[src/rtl/id_ex_operand_stage_pkg.sv]
// id_ex_operand_stage_pkg
//   Shared definitions for the ID/EX operand stage: the ALU ctrl code the stage
//   resets/flushes to, and the forwarding-select encoding reported by each
//   operand mux.
package id_ex_operand_stage_pkg;

    // ALU control codes (only AND is needed by this stage: the bubble value)
    localparam logic [3:0] ALU_AND = 4'b0000;

    // Which source an operand was taken from
    typedef enum logic [1:0] {
        FWD_NONE = 2'd0,   // registered operand
        FWD_EXM  = 2'd1,   // EX/MEM ALU result
        FWD_WB   = 2'd2    // MEM/WB write-back data
    } fwd_sel_e;

endpackage

[src/rtl/id_ex_operand_stage_if.sv]
// id_ex_operand_stage_if
//   Bundles every non-clock signal of the ID/EX operand stage.
//   master : decode / hazard unit / later pipeline stages / ALU side (testbench)
//   slave  : the stage itself
//   Groups: dec_* (decoded instruction), stall/flush, exm_* and wb_* (forwarding
//   sources and write-through), ALU-facing outputs, load_use back to decode,
//   fwd_*_sel (debug view of the forwarding choice).
interface id_ex_operand_stage_if
    import id_ex_operand_stage_pkg::*;
#(
    parameter int DW = 32,
    parameter int AW = 5
);
    logic          dec_valid_i;
    logic [AW-1:0] dec_rs_addr_i;
    logic [AW-1:0] dec_rt_addr_i;
    logic [AW-1:0] dec_rd_addr_i;
    logic [DW-1:0] dec_rs_data_i;
    logic [DW-1:0] dec_rt_data_i;
    logic [DW-1:0] dec_imm_i;
    logic [4:0]    dec_shamt_i;
    logic [3:0]    dec_alu_ctrl_i;
    logic          dec_alusrc_i;
    logic          dec_regwrite_i;
    logic          dec_memread_i;
    logic          dec_uses_rt_i;
    logic          stall_i;
    logic          flush_i;
    logic          exm_regwrite_i;
    logic [AW-1:0] exm_rd_i;
    logic [DW-1:0] exm_result_i;
    logic          wb_regwrite_i;
    logic [AW-1:0] wb_rd_i;
    logic [DW-1:0] wb_data_i;

    logic [DW-1:0] src1_o;
    logic [DW-1:0] src2_o;
    logic [4:0]    shamt_o;
    logic [3:0]    ctrl_o;
    logic [DW-1:0] store_data_o;
    logic [AW-1:0] rd_o;
    logic          regwrite_o;
    logic          memread_o;
    logic          valid_o;
    logic          load_use_o;
    fwd_sel_e      fwd_rs_sel;
    fwd_sel_e      fwd_rt_sel;

    modport master (
        output dec_valid_i, dec_rs_addr_i, dec_rt_addr_i, dec_rd_addr_i,
               dec_rs_data_i, dec_rt_data_i, dec_imm_i, dec_shamt_i,
               dec_alu_ctrl_i, dec_alusrc_i, dec_regwrite_i, dec_memread_i,
               dec_uses_rt_i, stall_i, flush_i,
               exm_regwrite_i, exm_rd_i, exm_result_i,
               wb_regwrite_i, wb_rd_i, wb_data_i,
        input  src1_o, src2_o, shamt_o, ctrl_o, store_data_o, rd_o,
               regwrite_o, memread_o, valid_o, load_use_o,
               fwd_rs_sel, fwd_rt_sel
    );

    modport slave (
        input  dec_valid_i, dec_rs_addr_i, dec_rt_addr_i, dec_rd_addr_i,
               dec_rs_data_i, dec_rt_data_i, dec_imm_i, dec_shamt_i,
               dec_alu_ctrl_i, dec_alusrc_i, dec_regwrite_i, dec_memread_i,
               dec_uses_rt_i, stall_i, flush_i,
               exm_regwrite_i, exm_rd_i, exm_result_i,
               wb_regwrite_i, wb_rd_i, wb_data_i,
        output src1_o, src2_o, shamt_o, ctrl_o, store_data_o, rd_o,
               regwrite_o, memread_o, valid_o, load_use_o,
               fwd_rs_sel, fwd_rt_sel
    );
endinterface

[src/rtl/id_ex_operand_stage_fwd.sv]
// operand_fwd_mux
//   Picks the freshest value of one source register for the ALU.
//   EX/MEM beats MEM/WB; register 0 is never forwarded.
//   Ports: addr/data   registered operand index and value
//          exm_*       EX/MEM destination and result
//          wb_*        MEM/WB destination and data
//          q           selected operand
//          sel         which source was chosen (debug)
module operand_fwd_mux
    import id_ex_operand_stage_pkg::*;
#(
    parameter int AW = 5,
    parameter int DW = 32
) (
    input  logic [AW-1:0] addr,
    input  logic [DW-1:0] data,
    input  logic          exm_regwrite,
    input  logic [AW-1:0] exm_rd,
    input  logic [DW-1:0] exm_result,
    input  logic          wb_regwrite,
    input  logic [AW-1:0] wb_rd,
    input  logic [DW-1:0] wb_data,
    output logic [DW-1:0] q,
    output fwd_sel_e      sel
);
    always_comb begin
        q   = data;
        sel = FWD_NONE;
        if (addr != '0) begin
            if (exm_regwrite && exm_rd == addr) begin
                q   = exm_result;
                sel = FWD_EXM;
            end else if (wb_regwrite && wb_rd == addr) begin
                q   = wb_data;
                sel = FWD_WB;
            end
        end
    end
endmodule

[src/rtl/id_ex_operand_stage.sv]
// id_ex_operand_stage
//   ID/EX pipeline register feeding the ALU. Captures decoded operands with
//   MEM/WB write-through, forwards EX/MEM and MEM/WB results onto the
//   registered operands, and flags load-use hazards back to decode.
//   Ports: clk_i  rising-edge clock
//          rst_i  asynchronous reset, active low
//          bus    id_ex_operand_stage_if.slave (all other signals)
//   Update priority: flush (bubble) > stall (hold) > load.
module id_ex_operand_stage
    import id_ex_operand_stage_pkg::*;
#(
    parameter int DW = 32,
    parameter int AW = 5
) (
    input  logic                  clk_i,
    input  logic                  rst_i,
    id_ex_operand_stage_if.slave  bus
);
    logic          valid_q, alusrc_q, regwrite_q, memread_q;
    logic [AW-1:0] rs_q, rt_q, rd_q;
    logic [DW-1:0] rs_data_q, rt_data_q, imm_q;
    logic [4:0]    shamt_q;
    logic [3:0]    ctrl_q;

    // Register file is written and read in the same cycle: take the value
    // being written instead of the stale read.
    logic          wb_hit_rs, wb_hit_rt;
    logic [DW-1:0] rs_cap, rt_cap;

    assign wb_hit_rs = bus.wb_regwrite_i && (bus.wb_rd_i != '0) && (bus.wb_rd_i == bus.dec_rs_addr_i);
    assign wb_hit_rt = bus.wb_regwrite_i && (bus.wb_rd_i != '0) && (bus.wb_rd_i == bus.dec_rt_addr_i);
    assign rs_cap    = wb_hit_rs ? bus.wb_data_i : bus.dec_rs_data_i;
    assign rt_cap    = wb_hit_rt ? bus.wb_data_i : bus.dec_rt_data_i;

    always_ff @(posedge clk_i or negedge rst_i) begin
        if (!rst_i) begin
            valid_q    <= 1'b0;
            regwrite_q <= 1'b0;
            memread_q  <= 1'b0;
            alusrc_q   <= 1'b0;
            rs_q       <= '0;
            rt_q       <= '0;
            rd_q       <= '0;
            rs_data_q  <= '0;
            rt_data_q  <= '0;
            imm_q      <= '0;
            shamt_q    <= '0;
            ctrl_q     <= ALU_AND;
        end else if (bus.flush_i) begin
            valid_q    <= 1'b0;
            regwrite_q <= 1'b0;
            memread_q  <= 1'b0;
            alusrc_q   <= 1'b0;
            rs_q       <= '0;
            rt_q       <= '0;
            rd_q       <= '0;
            rs_data_q  <= '0;
            rt_data_q  <= '0;
            imm_q      <= '0;
            shamt_q    <= '0;
            ctrl_q     <= ALU_AND;
        end else if (!bus.stall_i) begin
            valid_q    <= bus.dec_valid_i;
            regwrite_q <= bus.dec_regwrite_i && bus.dec_valid_i;
            memread_q  <= bus.dec_memread_i && bus.dec_valid_i;
            alusrc_q   <= bus.dec_alusrc_i;
            rs_q       <= bus.dec_rs_addr_i;
            rt_q       <= bus.dec_rt_addr_i;
            rd_q       <= bus.dec_rd_addr_i;
            rs_data_q  <= rs_cap;
            rt_data_q  <= rt_cap;
            imm_q      <= bus.dec_imm_i;
            shamt_q    <= bus.dec_shamt_i;
            ctrl_q     <= bus.dec_alu_ctrl_i;
        end
    end

    logic [DW-1:0] rs_fwd, rt_fwd;

    operand_fwd_mux #(.AW(AW), .DW(DW)) u_fwd_rs (
        .addr         (rs_q),
        .data         (rs_data_q),
        .exm_regwrite (bus.exm_regwrite_i),
        .exm_rd       (bus.exm_rd_i),
        .exm_result   (bus.exm_result_i),
        .wb_regwrite  (bus.wb_regwrite_i),
        .wb_rd        (bus.wb_rd_i),
        .wb_data      (bus.wb_data_i),
        .q            (rs_fwd),
        .sel          (bus.fwd_rs_sel)
    );

    operand_fwd_mux #(.AW(AW), .DW(DW)) u_fwd_rt (
        .addr         (rt_q),
        .data         (rt_data_q),
        .exm_regwrite (bus.exm_regwrite_i),
        .exm_rd       (bus.exm_rd_i),
        .exm_result   (bus.exm_result_i),
        .wb_regwrite  (bus.wb_regwrite_i),
        .wb_rd        (bus.wb_rd_i),
        .wb_data      (bus.wb_data_i),
        .q            (rt_fwd),
        .sel          (bus.fwd_rt_sel)
    );

    assign bus.src1_o       = rs_fwd;
    assign bus.store_data_o = rt_fwd;
    assign bus.src2_o       = alusrc_q ? imm_q : rt_fwd;
    assign bus.shamt_o      = shamt_q;
    assign bus.ctrl_o       = ctrl_q;
    assign bus.rd_o         = rd_q;
    assign bus.valid_o      = valid_q;
    // Already gated at capture; the extra AND keeps them low on any path
    // that leaves valid clear.
    assign bus.regwrite_o   = regwrite_q && valid_q;
    assign bus.memread_o    = memread_q && valid_q;

    // Load in this stage whose destination the instruction in decode reads.
    // Independent of stall/flush: the hazard unit owns that reaction.
    assign bus.load_use_o = valid_q && memread_q && (rd_q != '0) &&
                            ((rd_q == bus.dec_rs_addr_i) ||
                             (bus.dec_uses_rt_i && (rd_q == bus.dec_rt_addr_i)));
endmodule
[src/flat_wrapper.sv]
// flat-port wrapper written by rule: the top's interface ports become plain ports
module id_ex_operand_stage_flat import id_ex_operand_stage_pkg::*;
#(
    parameter int DW = 32,
    parameter int AW = 5
)
  (clk_i, rst_i, bus_dec_valid_i, bus_dec_rs_addr_i, bus_dec_rt_addr_i, bus_dec_rd_addr_i, bus_dec_rs_data_i, bus_dec_rt_data_i, bus_dec_imm_i, bus_dec_shamt_i, bus_dec_alu_ctrl_i, bus_dec_alusrc_i, bus_dec_regwrite_i, bus_dec_memread_i, bus_dec_uses_rt_i, bus_stall_i, bus_flush_i, bus_exm_regwrite_i, bus_exm_rd_i, bus_exm_result_i, bus_wb_regwrite_i, bus_wb_rd_i, bus_wb_data_i, bus_src1_o, bus_src2_o, bus_shamt_o, bus_ctrl_o, bus_store_data_o, bus_rd_o, bus_regwrite_o, bus_memread_o, bus_valid_o, bus_load_use_o, bus_fwd_rs_sel, bus_fwd_rt_sel);
  id_ex_operand_stage_if #(.DW(DW), .AW(AW)) bus_i ();
  input  logic clk_i;
  input  logic rst_i;
  input wire logic [$bits(bus_i.dec_valid_i)-1:0] bus_dec_valid_i;
  input wire logic [$bits(bus_i.dec_rs_addr_i)-1:0] bus_dec_rs_addr_i;
  input wire logic [$bits(bus_i.dec_rt_addr_i)-1:0] bus_dec_rt_addr_i;
  input wire logic [$bits(bus_i.dec_rd_addr_i)-1:0] bus_dec_rd_addr_i;
  input wire logic [$bits(bus_i.dec_rs_data_i)-1:0] bus_dec_rs_data_i;
  input wire logic [$bits(bus_i.dec_rt_data_i)-1:0] bus_dec_rt_data_i;
  input wire logic [$bits(bus_i.dec_imm_i)-1:0] bus_dec_imm_i;
  input wire logic [$bits(bus_i.dec_shamt_i)-1:0] bus_dec_shamt_i;
  input wire logic [$bits(bus_i.dec_alu_ctrl_i)-1:0] bus_dec_alu_ctrl_i;
  input wire logic [$bits(bus_i.dec_alusrc_i)-1:0] bus_dec_alusrc_i;
  input wire logic [$bits(bus_i.dec_regwrite_i)-1:0] bus_dec_regwrite_i;
  input wire logic [$bits(bus_i.dec_memread_i)-1:0] bus_dec_memread_i;
  input wire logic [$bits(bus_i.dec_uses_rt_i)-1:0] bus_dec_uses_rt_i;
  input wire logic [$bits(bus_i.stall_i)-1:0] bus_stall_i;
  input wire logic [$bits(bus_i.flush_i)-1:0] bus_flush_i;
  input wire logic [$bits(bus_i.exm_regwrite_i)-1:0] bus_exm_regwrite_i;
  input wire logic [$bits(bus_i.exm_rd_i)-1:0] bus_exm_rd_i;
  input wire logic [$bits(bus_i.exm_result_i)-1:0] bus_exm_result_i;
  input wire logic [$bits(bus_i.wb_regwrite_i)-1:0] bus_wb_regwrite_i;
  input wire logic [$bits(bus_i.wb_rd_i)-1:0] bus_wb_rd_i;
  input wire logic [$bits(bus_i.wb_data_i)-1:0] bus_wb_data_i;
  output wire logic [$bits(bus_i.src1_o)-1:0] bus_src1_o;
  output wire logic [$bits(bus_i.src2_o)-1:0] bus_src2_o;
  output wire logic [$bits(bus_i.shamt_o)-1:0] bus_shamt_o;
  output wire logic [$bits(bus_i.ctrl_o)-1:0] bus_ctrl_o;
  output wire logic [$bits(bus_i.store_data_o)-1:0] bus_store_data_o;
  output wire logic [$bits(bus_i.rd_o)-1:0] bus_rd_o;
  output wire logic [$bits(bus_i.regwrite_o)-1:0] bus_regwrite_o;
  output wire logic [$bits(bus_i.memread_o)-1:0] bus_memread_o;
  output wire logic [$bits(bus_i.valid_o)-1:0] bus_valid_o;
  output wire logic [$bits(bus_i.load_use_o)-1:0] bus_load_use_o;
  output wire logic [$bits(bus_i.fwd_rs_sel)-1:0] bus_fwd_rs_sel;
  output wire logic [$bits(bus_i.fwd_rt_sel)-1:0] bus_fwd_rt_sel;
  assign bus_i.dec_valid_i = bus_dec_valid_i;
  assign bus_i.dec_rs_addr_i = bus_dec_rs_addr_i;
  assign bus_i.dec_rt_addr_i = bus_dec_rt_addr_i;
  assign bus_i.dec_rd_addr_i = bus_dec_rd_addr_i;
  assign bus_i.dec_rs_data_i = bus_dec_rs_data_i;
  assign bus_i.dec_rt_data_i = bus_dec_rt_data_i;
  assign bus_i.dec_imm_i = bus_dec_imm_i;
  assign bus_i.dec_shamt_i = bus_dec_shamt_i;
  assign bus_i.dec_alu_ctrl_i = bus_dec_alu_ctrl_i;
  assign bus_i.dec_alusrc_i = bus_dec_alusrc_i;
  assign bus_i.dec_regwrite_i = bus_dec_regwrite_i;
  assign bus_i.dec_memread_i = bus_dec_memread_i;
  assign bus_i.dec_uses_rt_i = bus_dec_uses_rt_i;
  assign bus_i.stall_i = bus_stall_i;
  assign bus_i.flush_i = bus_flush_i;
  assign bus_i.exm_regwrite_i = bus_exm_regwrite_i;
  assign bus_i.exm_rd_i = bus_exm_rd_i;
  assign bus_i.exm_result_i = bus_exm_result_i;
  assign bus_i.wb_regwrite_i = bus_wb_regwrite_i;
  assign bus_i.wb_rd_i = bus_wb_rd_i;
  assign bus_i.wb_data_i = bus_wb_data_i;
  assign bus_src1_o = bus_i.src1_o;
  assign bus_src2_o = bus_i.src2_o;
  assign bus_shamt_o = bus_i.shamt_o;
  assign bus_ctrl_o = bus_i.ctrl_o;
  assign bus_store_data_o = bus_i.store_data_o;
  assign bus_rd_o = bus_i.rd_o;
  assign bus_regwrite_o = bus_i.regwrite_o;
  assign bus_memread_o = bus_i.memread_o;
  assign bus_valid_o = bus_i.valid_o;
  assign bus_load_use_o = bus_i.load_use_o;
  assign bus_fwd_rs_sel = bus_i.fwd_rs_sel;
  assign bus_fwd_rt_sel = bus_i.fwd_rt_sel;
  id_ex_operand_stage #(.DW(DW), .AW(AW)) u_core (.clk_i(clk_i), .rst_i(rst_i), .bus(bus_i));
endmodule
[config.mk]
export PLATFORM = sky130hd
export DESIGN_NAME = id_ex_operand_stage_flat
export DESIGN_NICKNAME = d
export VERILOG_FILES = /design/src/rtl/id_ex_operand_stage_pkg.sv /design/src/rtl/id_ex_operand_stage_if.sv /design/src/rtl/id_ex_operand_stage_fwd.sv /design/src/rtl/id_ex_operand_stage.sv /design/src/flat_wrapper.sv
export SDC_FILE = /design/constraint.sdc
export NUM_CORES = 1
export LEC_CHECK = 0
export ABC_AREA = 1
export BUFFER_PORTS_ARGS = -buffer_cell sky130_fd_sc_hd__buf_2
export CORE_AREA = 4 4 137 139
export CTS_CLUSTER_SIZE = 24
export DETAILED_ROUTE_END_ITERATION = 16
export DIE_AREA = 0 0 141 143
export PLACE_DENSITY = 0.83
export SLEW_MARGIN = 10
export SYNTH_ARGS = -nofsm -noshare
export SYNTH_HDL_FRONTEND = slang
export SYNTH_SLANG_ARGS = --single-unit
[constraint.sdc]
create_clock -name clk_i -period 3.6 [get_ports clk_i]
set_clock_uncertainty 0.2 [all_clocks]
set_input_delay 1.08 -clock clk_i [delete_from_list [all_inputs] [get_ports clk_i]]
set_output_delay 1.08 -clock clk_i [all_outputs]
set_load 0.01 [all_outputs]
==> results.toml, run 1 <==
[clocking]
numCtsBuffers = 17
cts_root_buf = "clkbuf_16"
cts_max_path_buffers = 2
cts_htree_levels = 4
clkSinkCount = 124
clk_latency_ns = 0.41
cts_tree = "yes"
cts.clk_slew.worst_paths_ns = 0.06
cts_hold_buf = 0

[detailed_routing]
drtIter0Drc = 1011
viasPerCell = 5.57
totalWireLength_um = 36200
met3WireLength_um = 3610
wl_per_cell_um = 18.4
antenna_left = 0
wl_met2_um = 17400
highest_layer = "met5"
wl_met1_um = 13500
drcViolationCount = 0
vias = 10945
first_pass_iters = 6

[finish]
layout-drive-gt1-share_pct = 34.0
final_cells = 1965
multiInputGateArea_um2 = 5060
n_fill_cell = 1449
nets = 1927
fin_area_um2 = 12600
area.growth.synth_to_final_pct = 42.7
fin_util_pct = 71.4
regArea_um2 = 3100

[flow_run]
cap_violations = 0

[floorplanning]
fp-row-count = 49
die_x_um = 141
start_util_pct = 50.0
core-area_um2 = 17700
pin_count = 323
dieArea_um2 = 20200
die_h_um = 143

[synthesis]
synth.cell_area_um2 = 8830
synthCells = 1383
yosys_warnings = 0
ys_types = 32
syn_nets = 1588
synth_area_leaders = "dfrtp_1, nand2_1, inv_1, nand3_1, nor2_1"
ys_seq_area_share_pct = 35.1
yosys.area.top_type = "dfrtp_1"
avgSynthCellArea_um2 = 6.38
synth_top_area_share_pct = 35.1
ys_ff_latch = 124

[power]
power_mw = 4.63
power_density_nw_per_um2 = 367
p_leak_nw = 7.19
vdd_ir_drop_max_uv = 369

[global_route]
track_usage_pct = 33.6
grt-ovfl-total = 0
grt_pass1_vias = 10481
antenna_found_initial = 3
grt_max_degree = 81
grt_pass1_wl_um = 53600

[placed_design]
numPortBuffers = 322
placed_cells = 1910
globalplace.congestion = 0.931
dpl.hpwl_um = 24200
pre_cts_slack_ns = -0.204
place_area_um2 = 10900

[sta]
worstMarginPinSlew_ns = 0.791
fin_ws_ns = -0.233
setup_viol = 92
relSlewSlack_pct = 47.2
fmax_ghz = 0.261
fin_crit_sh_pct = 106
hold_violations = 0
slew_viol_final = 0
rsz0062_at_grt = "true"
tns_ns = -9.29
fin_crit_ns = 3.83
whs_ns = 0.280

[worst_setup_path]
crit_required_ns = 2.32
reg2regPathDepth = 2
end_kind = "output pin"
worstReg2RegStart = "u_core.alusrc_q$_DFFE_PN0P_"
critPathLaunchType = "primary input"
arrival_ns = 2.55
cp_max_fo = 8
crit_type = "in -> out"
reg2reg_to = "u_core.alusrc_q$_DFFE_PN0P_"
r2r_slack_ns = 2.11

[status]
violations = "setup timing"
run_status = "finished, violations left"

[min_path]
hold_depth = 2
hold_path.class = "reg -> reg"
worstHoldStart = "u_core.rt_data_q[29]$_DFFE_PN0P_"
holdPathEnd = "u_core.rt_data_q[29]$_DFFE_PN0P_"
-- registers in the layout, summed over array words and instances, names as in the netlist, 4 cells and up --
signal	cells
u_core.imm_q	32
u_core.rs_data_q	32
u_core.rt_data_q	32
u_core.bus.rd_o	5
u_core.bus.shamt_o	5
u_core.rs_q	5
u_core.rt_q	5
u_core.bus.ctrl_o	4
-- routing by layer --
layer / track usage, % / vias up
met5: 0 / -
met4: 16.3 / 2
met3: 7.17 / 148
met2: 55.7 / 700
met1: 42.0 / 5069
li1: - / 5026
-- worst max-delay path, stage by stage --
cell	delay, ns
buf_6	0.09
inv_4	0.03
nand2_2	0.04
nand2_1	0.08
nor2_2	0.12
nand4_1	0.19
buf_6	0.20
clkbuf_16	0.18
nor2_2	0.11
nor2_1	0.07
nand2_2	0.09
nand2_1	0.06
nand2_1	0.10
buf_2	0.13
-- Yosys cell counts, drive strengths merged --
library cell,count
and2,2
o211ai,32
nand4,5
nor3,4
xor2,4
nor2,177
o21ai,48
a32o,2
nand2,462
inv,198
o22ai,16
nand3,138
buf,46
clkbuf,35
xnor2,7
a22o,42
o221ai,1
dfrtp,124
nand3b,1
a21boi,1
a21oi,38
-- layout make-up --
cell class	count	area share [%]
inverters	198	6.02
well taps	229	2.27
repair buffers	401	22.2
clock inverters	11	1.14
flip-flops and latches	124	24.6
multi-input cells	980	40.1
diodes	2	0.0397
clock buffers	20	3.62
-- timing repair --
item / 4_1_cts / 5_1_grt
endpoints found under the hold margin: 0 / 0
setup endpoints to repair: 98 / 98
gates resized for setup: 98 / 111
buffers inserted: 6 / 10
pin swaps: 22 / 23
gates cloned: 6 / 4
-- worst max-delay path by stage --
stage | from | to | slack, ns
5_1_grt | bus_exm_rd_i[4] | bus_src2_o[0] | -0.29
3_5_place_dp | bus_wb_rd_i[3] | bus_src2_o[0] | -0.20
3_3_place_gp | bus_wb_rd_i[3] | bus_src2_o[0] | -0.16
6_report | bus_exm_rd_i[1] | bus_src2_o[15] | -0.23
2_1_floorplan | bus_wb_rd_i[2] | bus_src2_o[24] | 0.08
4_1_cts | bus_wb_rd_i[3] | bus_src2_o[31] | -0.13
-- cell families (layout without fill, tap and decap cells) --
logic type,count (synthesis),after routing,synth area share [%]
flip-flops,124,124,35.1
AO/OA/AOI/OAI,180,180,14.7
buffers and inverters,279,630,12.9
AND/OR/NAND/NOR,789,789,36.2
XOR/XNOR,11,11,1.09
other,0,2,0
-- power breakdown --
| group | internal, mW | leakage (nW) | switching, mW |
|---|---|---|---|
| Sequential | 1.47 | 1.65 | 0.0542 |
| Clock | 1.12 | 0.284 | 0.663 |
| Combinational | 0.527 | 5.25 | 0.790 |
| Total | 3.12 | 7.19 | 1.51 |
-- cells in the final DEF (no fill, tap or decap), types with 9 or more instances in the layout --
cell type / count
a21oi_1: 34
nand2_1: 411
nand2_2: 42
o211ai_1: 32
o21ai_0: 13
nand2_4: 9
nor2_2: 20
clkbuf_16: 21
a22o_1: 42
buf_6: 33
o22ai_1: 13
buf_12: 17
o21ai_2: 33
buf_2: 289
dfrtp_1: 124
nand3_1: 117
inv_1: 186
buf_4: 50
nor2_1: 150
nand3_2: 19
Power figures use the tool's default switching activity.
==> run 2, diff against run 1 <==
- CAP_MARGIN: not set -> 10
- SKIP_CTS_REPAIR_TIMING: not set -> 1
==> run 2 against run 1 <==
The run ends with DRC, setup timing left. Sequential power is essentially flat. Via count decreased by 0.69%. Sequential share of layout area grew 0.10 points. Final cell count fell by 0.31%. Design area decreased by 0.42%. Count of clock-buffer cells in the layout did not move. Register-to-register slack about the same. Non-clock buffer count shrank 6. First-iteration DRC count grew 4.0%. Flip-flop and latch count stayed put. Global-route usage down 1.4 points. Combinational power about the same.
==> results.toml, run 2 (synthesized netlist as in run 1, its figures left out) <==
[global_route]
use_met3_pct = 6.30
met2_usage_pct = 54.5
antenna_found_initial = 4
track_usage_pct = 32.2
grt_util_met1_pct = 40.9
grt_pass1_vias = 10136
gr-max-usage-layer = "met2"
grt-ovfl-total = 0
grt_max_degree = 81
grt_pass1_wl_um = 51500

[sta]
fin_crit_ns = 3.78
fmax_ghz = 0.265
fin_ws_ns = -0.177
tns_ns = -5.24
rsz0062_at_grt = "true"
fin_crit_sh_pct = 105
worstMarginPinSlew_ns = 0.781
setup_viol = 68
hold_violations = 0
relSlewSlack_pct = 47.9
slew_viol_final = 0

[detailed_routing]
first_pass_iters = 12
drtIter0Drc = 1051
wl_per_cell_um = 18.2
viasPerCell = 5.55
totalWireLength_um = 35600
antenna_left = 0
drcViolationCount = 2
vias = 10870

[finish]
area.growth.synth_to_final_pct = 42.1
final_cell_mix = "nand2_1, buf_2, inv_1"
final_cells = 1959
layout-drive-gt1-share_pct = 34.1
layout.cells.most_common = "nand2_1"
nets = 1921
top_regs = "u_core.imm_q: 32 flops, u_core.rs_data_q: 32 flops, u_core.rt_data_q: 32 flops"

[power]
vdd_ir_drop_max_uv = 330
p_seq_share_pct = 33.0
power_density_nw_per_um2 = 369
power.switching_mw = 1.51
p_sw_share_pct = 32.5
internal-power_mw = 3.13
combPwrFrac_pct = 28.6
p_leak_nw = 7.16
pwr-share-clk_pct = 38.4

[worst_setup_path]
crit_chain = "buf_6, inv_4, buf_6, o22ai_2, nor2_2, nand3_4, buf_6, clkbuf_16, o211ai_1, nand2_1, buf_2"
path_delay_family = "buffers and inverters"
cp_max_fo = 7
slowest_delay_ns = 0.19
cp_slowest_cell = "o211ai_1"
critPathLaunchType = "primary input"
cpMostUsedCell = "buf_6"
arrival_ns = 2.50
crit_buf_inv = 6
crit_type = "in -> out"
end_kind = "output pin"
worstReg2RegStart = "u_core.alusrc_q$_DFFE_PN0P_"
cp-startpoint = "bus_wb_rd_i[1]"
crit_required_ns = 2.32

[flow_run]
cap_violations = 0

[placed_design]
pre_cts_slack_ns = -0.204
dpl.hpwl_um = 24200
placed_cells = 1910
globalplace.congestion = 0.931
numPortBuffers = 322

[clocking]
cts_root_buf = "clkbuf_16"
cts.clk_slew.worst_paths_ns = 0.06
cts_max_path_buffers = 2
cts_tree = "yes"
numCtsBuffers = 17
clkSinkCount = 124
cts_htree_levels = 4
clk_latency_ns = 0.42

[status]
violations = "DRC, setup timing"
run_status = "finished, violations left"

[floorplanning]
core-area_um2 = 17700
start_util_pct = 50.0
die_x_um = 141
pin_count = 323
fp-row-count = 49
dieArea_um2 = 20200
die_h_um = 143

[min_path]
hold_path.class = "reg -> reg"
worstHoldStart = "u_core.rt_data_q[29]$_DFFE_PN0P_"
[run 2: cell count changes in the layout (fill, tap and decap cells not counted), sizes merged]
cell,delta
buf,-10
clkbuf,+4
clkinv,+1
inv,-1
[run 2: worst paths after layout]
| check | end | slack [ns] | cells after the start |
|---|---|---|---|
| setup / recovery | bus_src1_o[2] | -0.18 | 11 |
| hold / removal | u_core.rt_data_q[29]$_DFFE_PN0P_ | 0.28 | 2 |
| setup reg to reg | u_core.alusrc_q$_DFFE_PN0P_ | 2.12 | 2 |
| hold reg to reg | u_core.rt_data_q[29]$_DFFE_PN0P_ | 0.28 | 2 |
| max in group asynchronous | u_core.rt_data_q[14]$_DFFE_PN0P_ | 2.02 | 2 |
| min in group asynchronous | u_core.imm_q[9]$_DFFE_PN0P_ | 0.42 | 1 |
[run 2: metal layers]
metal	wire length (µm)	vias to the layer above
li1	-	5009
met1	13600	5035
met2	17300	697
met3	3470	127
met4	1300	2
met5	13	-
[run 2: area by class of cell]
cell class | count | area (µm²)
tap | 229 | 287
clock buffer | 20 | 457
sequential | 124 | 3100
clock inverter | 11 | 144
timing repair buffer | 395 | 2680
inverter | 198 | 753
multi-input combinational | 980 | 5120
fill | 1423 | 5110
antenna | 2 | 5.00
[run 2: power groups by stage]
stage / sequential (mW) / combinational [mW] / clock [mW]
final: 1.53 / 1.33 / 1.78
after floorplan: 1.54 / 0.596 / 0
after detailed placement: 1.55 / 1.14 / 0
after CTS: 1.52 / 1.15 / 1.78
after global routing: 1.54 / 1.44 / 1.85
after global placement: 1.54 / 1.13 / 0
[run 2: stage by stage]
stage	power, mW	instance area [µm²]	hold slack, ns	utilization (%)
finish	4.63	12500	0.280	71.1
floorplan	2.14	8830	0.249	-
CTS	4.46	11500	0.280	65.4
global placement	2.68	10900	0.262	62.0
detailed placement	2.69	10900	0.265	62.0
global route	4.83	12500	0.296	71.1
[run 2: worst register-to-register path, stage by stage (launching register included)]
cell     delay, ns
dfrtp_1       0.37
inv_1         0.57
o21ai_0       0.19
